File: config.mk
export PLATFORM = sky130hd
export DESIGN_NAME = sample_window8
export DESIGN_NICKNAME = d
export VERILOG_FILES = /design/src/rtl/sample_window8.sv
export SDC_FILE = /design/constraint.sdc
export NUM_CORES = 1
export LEC_CHECK = 0
export BUFFER_PORTS_ARGS = -buffer_cell sky130_fd_sc_hd__buf_2
export CORE_ASPECT_RATIO = 1.75
export CORE_UTILIZATION = 31
export DETAILED_ROUTE_END_ITERATION = 7
export MAX_ROUTING_LAYER = met4
export PLACE_DENSITY_LB_ADDON = 0.15
export SLEW_MARGIN = 20
export SYNTH_ARGS = -nofsm -noshare
export SYNTH_HDL_FRONTEND = slang
export SYNTH_SLANG_ARGS = --single-unit
File: constraint.sdc
create_clock -name clk -period 5.55 [get_ports clk]
set_input_delay 0.2775 -clock clk [delete_from_list [all_inputs] [get_ports clk]]
set_output_delay 0.2775 -clock clk [all_outputs]
set_load 0.005 [all_outputs]
File: src/rtl/sample_window8.sv
// Eight-tap sliding/decimating sample window feeding the averager; taps and win_valid are registered (visible one cycle after the accept).
// in_ready is combinational: low during rst, hold or flush; an accept (in_valid & in_ready) is the only event that moves data.
module sample_window8 #(
   parameter int DATAWIDTH = 16,
   parameter int STRIDE    = 1,
   parameter int SA_VAL    = 1
) (
   input  logic                 clk,
   input  logic                 rst,
   input  logic                 in_valid,
   input  logic [DATAWIDTH-1:0] in_data,
   output logic                 in_ready,
   input  logic                 hold,
   input  logic                 flush,
   output logic [DATAWIDTH-1:0] a,
   output logic [DATAWIDTH-1:0] b,
   output logic [DATAWIDTH-1:0] c,
   output logic [DATAWIDTH-1:0] d,
   output logic [DATAWIDTH-1:0] e,
   output logic [DATAWIDTH-1:0] f,
   output logic [DATAWIDTH-1:0] g,
   output logic [DATAWIDTH-1:0] h,
   output logic [7:0]           sa,
   output logic                 win_valid,
   output logic [3:0]           fill_cnt
);

   // Out-of-range strides degrade to sliding mode rather than stalling the pipe.
   localparam int STRIDE_EFF = ((STRIDE < 1) || (STRIDE > 8)) ? 1 : STRIDE;
   localparam logic [2:0] STRIDE_LAST = 3'(STRIDE_EFF - 1);

   if ((STRIDE < 1) || (STRIDE > 8)) begin : g_bad_stride
      $error("sample_window8: STRIDE=%0d out of range 1..8, using 1", STRIDE);
   end

   typedef enum logic {
      FILL = 1'b0,
      FULL = 1'b1
   } state_t;

   state_t               state, state_nxt;
   logic [3:0]           fill_nxt;
   logic [2:0]           stride_cnt, stride_nxt;
   logic                 win_nxt;
   logic                 accept;
   logic [DATAWIDTH-1:0] tap [8];

   assign sa       = 8'(SA_VAL);
   assign in_ready = ~rst & ~hold & ~flush;
   assign accept   = in_valid & in_ready;

   assign a = tap[0];
   assign b = tap[1];
   assign c = tap[2];
   assign d = tap[3];
   assign e = tap[4];
   assign f = tap[5];
   assign g = tap[6];
   assign h = tap[7];

   always_ff @(posedge clk) begin
      if (rst) begin
         state      <= FILL;
         fill_cnt   <= 4'd0;
         stride_cnt <= 3'd0;
         win_valid  <= 1'b0;
         for (int i = 0; i < 8; i++) tap[i] <= '0;
      end else begin
         state      <= state_nxt;
         fill_cnt   <= fill_nxt;
         stride_cnt <= stride_nxt;
         win_valid  <= win_nxt;
         // Zeroing on flush keeps a refilling window from mixing in stale samples.
         if (flush) begin
            for (int i = 0; i < 8; i++) tap[i] <= '0;
         end else if (accept) begin
            for (int i = 0; i < 7; i++) tap[i] <= tap[i+1];
            tap[7] <= in_data;
         end
      end
   end

   always_comb begin
      state_nxt  = state;
      fill_nxt   = fill_cnt;
      stride_nxt = stride_cnt;
      win_nxt    = 1'b0;
      if (flush) begin
         state_nxt  = FILL;
         fill_nxt   = 4'd0;
         stride_nxt = 3'd0;
      end else if (accept) begin
         case (state)
            FILL: begin
               fill_nxt = fill_cnt + 4'd1;
               if (fill_cnt == 4'd7) begin
                  state_nxt  = FULL;
                  stride_nxt = 3'd0;
                  win_nxt    = 1'b1;
               end
            end
            FULL: begin
               if (stride_cnt == STRIDE_LAST) begin
                  stride_nxt = 3'd0;
                  win_nxt    = 1'b1;
               end else begin
                  stride_nxt = stride_cnt + 3'd1;
               end
            end
            default: begin
               state_nxt = FILL;
               fill_nxt  = 4'd0;
            end
         endcase
      end
   end

endmodule
==> metrics.cfg <==
[logic_synthesis]
synth_area_leaders=edfxtp_1 64%, and2_1 13%, dfxtp_1 9.5%, nand3b_1 2.6%, a21oi_1 2.0%
synth_area_sq_mm=0.00527
synth_seq_area_share_pct=73.3
ys_async_sr_fraction_pct=0
yosys_warnings=0
avgSynthCellArea_sq_um=14.1
synth_edf_count=112
synth_cell_types=29
syn_inst=373
yosysTopAreaCellShare_pct=63.8
synth_common_cells=112 x and2_1, 112 x edfxtp_1, 25 x dfxtp_1
synth_top_area_cell=edfxtp_1
ys_ff_latch=137
ys.flop_type=edfxtp_1

[critical_path]
required_ps=5590
worst_ep_arrival_time_ps=1840
r2r_cells=4
worst-setup-path-type=input port to flip-flop
critPathCaptureType=flip-flop
timing.critical_path.from_type=input port
rrSetupSlack_ps=4210
crit_path_max_fanout=48

[pwr]
p_leak_nw=3.01
intPower_mw=2.00
peakVddDrop_v=0.000172
pwr-share-seq_pct=46.8
swShare_pct=20.5
power_density_mw_per_mm2=366
p_comb_share_pct=4.1
power.clock.fraction_pct=49.1
p_switching_uw=515

[drt]
wl_per_cell_microns=14.1
drtAntennaViolNets=0
drt_iter0_drc=151
num_vias=3287
vias_per_cell=4.32
drt-pass1-iter-count=5
route.detailed.drc=0
wl_microns=10700

[clocking]
post_cts_buffers=0
root_buffer=clkbuf_16
clock_sinks=137
cts_tree=done
cts.path.max_buffers=2
htreeDepth=4
hold_buffers=0
clkTransAtPathRegs_ps=60
clkLatencyLatePin_ps=410
cts_resized=0
cts_buffers=17

[layout]
multi_input_area_sq_mm=0.00127
drive_above_1_share_pct=35.6
syn_to_final_growth_pct=30.5
final_area_sq_mm=0.00688
diodes=0
layout.nets=548
register_area_sq_mm=0.00386
n_fill_cell=1581

[placed_design]
place.gp.congestion=0.666
io_buffers=154
dpl-instance-area_sq_mm=0.00622
dp_hpwl_microns=7060

[global_routing]
grt_pass1_wl_microns=16700
grt_max_degree=132
grt_pass1_vias=3265
grt_antenna_before_repair=0
globalRouteOverflowTotal=0
grtUsageTotal_pct=13.1

[die]
die_height_microns=175
chipWidth_microns=101
core_area_sq_mm=0.0165
io_pins=163
initial_core_util_pct=31.9
rows=62
dieArea_sq_mm=0.0176

[outcome]
run_status=finished clean

[sta]
finalClockSkew_ps=6.89
tightest_slew_ps=761
setup_tns_ps=0
rsz0062_at_grt=false
max-slew-margin-rel_pct=49.2
period_needed_ps=1800
drv_slew=0
setup_violations=0
min_period_over_period_pct=32.4
fmax_mhz=555
finalHoldViolations=0

[min_path]
hold_depth=2
worstHoldPathType=input port to flip-flop

[job]
cap_violations=0

==> power groups by stage <==
stage	sequential [mW]	clock, mW	combinational, mW
final	1.18	1.24	0.102
after global routing	1.18	1.32	0.114
after detailed placement	1.20	0	0.105
after CTS	1.18	1.27	0.105
after global placement	1.20	0	0.105
after floorplan	1.20	0	0.0374
==> cell usage in the layout, fill, tap and decap left out, types with 2 or more instances in the layout <==
cell type | Yosys | routed
or4_1 | 3 | 3
bufinv_16 | 0 | 5
o31ai_1 | 4 | 4
inv_6 | 0 | 3
a21oi_1 | 21 | 21
clkinv_4 | 0 | 3
o21ai_0 | 2 | 2
inv_1 | 4 | 4
conb_1 | 2 | 8
buf_4 | 8 | 2
nand4_1 | 2 | 2
dfxtp_1 | 25 | 25
clkbuf_16 | 0 | 17
buf_2 | 3 | 154
nand3b_1 | 18 | 18
nand3_1 | 2 | 2
and2_1 | 112 | 112
nor2_1 | 2 | 2
nand2_1 | 20 | 19
edfxtp_1 | 112 | 112
ha_1 | 3 | 3
==> path summary, 6_finish.rpt <==
kind	start	end
max	flush	tap[0][33]
min	in_data[9]	tap[1][57]
max reg2reg	stride_cnt[0]	stride_cnt[2]
min reg2reg	tap[0][8]	tap[0][8]
==> sequential cells by signal (all words and copies together), names as in the netlist <==
register / count
tap: 128
win_valid: 1
fill_cnt: 4
stride_cnt: 3
state: 1
==> per-layer routing <==
metal / GRT usage [%] / vias up / wire length, microns
met5: - / - / 0
met4: 6.34 / 0 / 177
met3: 4.06 / 12 / 638
met2: 21.6 / 118 / 5620
met1: 14.0 / 1569 / 4260
li1: - / 1588 / -
==> worst max-delay path: stages <==
cell     delay (ps)
buf_2           230
or4b_4          760
nand2_4         550
==> cell families (layout without fill, tap and decap cells) <==
logic type,Yosys count,after routing,share of synthesized area (%)
buffers and inverters,35,193,3.27
AO/OA/AOI/OAI,31,31,3.30
AND/OR/NAND/NOR,165,165,19.3
flip-flops,137,137,73.3
other,2,8,0.142
adder cells (fa/ha/maj),3,3,0.712
==> metrics by stage <==
step           util (%)  setup WS [ps]  instances  power (mW)  hold slack, ps
5_1_grt            41.6           3640        761        2.62             121
6_report           41.6           3750        761        2.52             138
3_5_place_dp       37.7           2940        729        1.31             477
3_3_place_gp       37.7           2990        729        1.30             470
2_1_floorplan         -           2950        379        1.24             469
4_1_cts            41.6           3380        761        2.56             119
==> area by class of cell <==
| class | instances | area share (%) |
|---|---|---|
| Clock buffer | 18 | 6.24 |
| Timing Repair Buffer | 157 | 11.6 |
| Sequential cell | 137 | 56.2 |
| Clock inverter | 14 | 3.18 |
| Inverter | 4 | 0.218 |
| Tap cell | 224 | 4.07 |
| Multi-Input combinational cell | 207 | 18.5 |
Note: power is estimated with default switching activity, not from simulation.
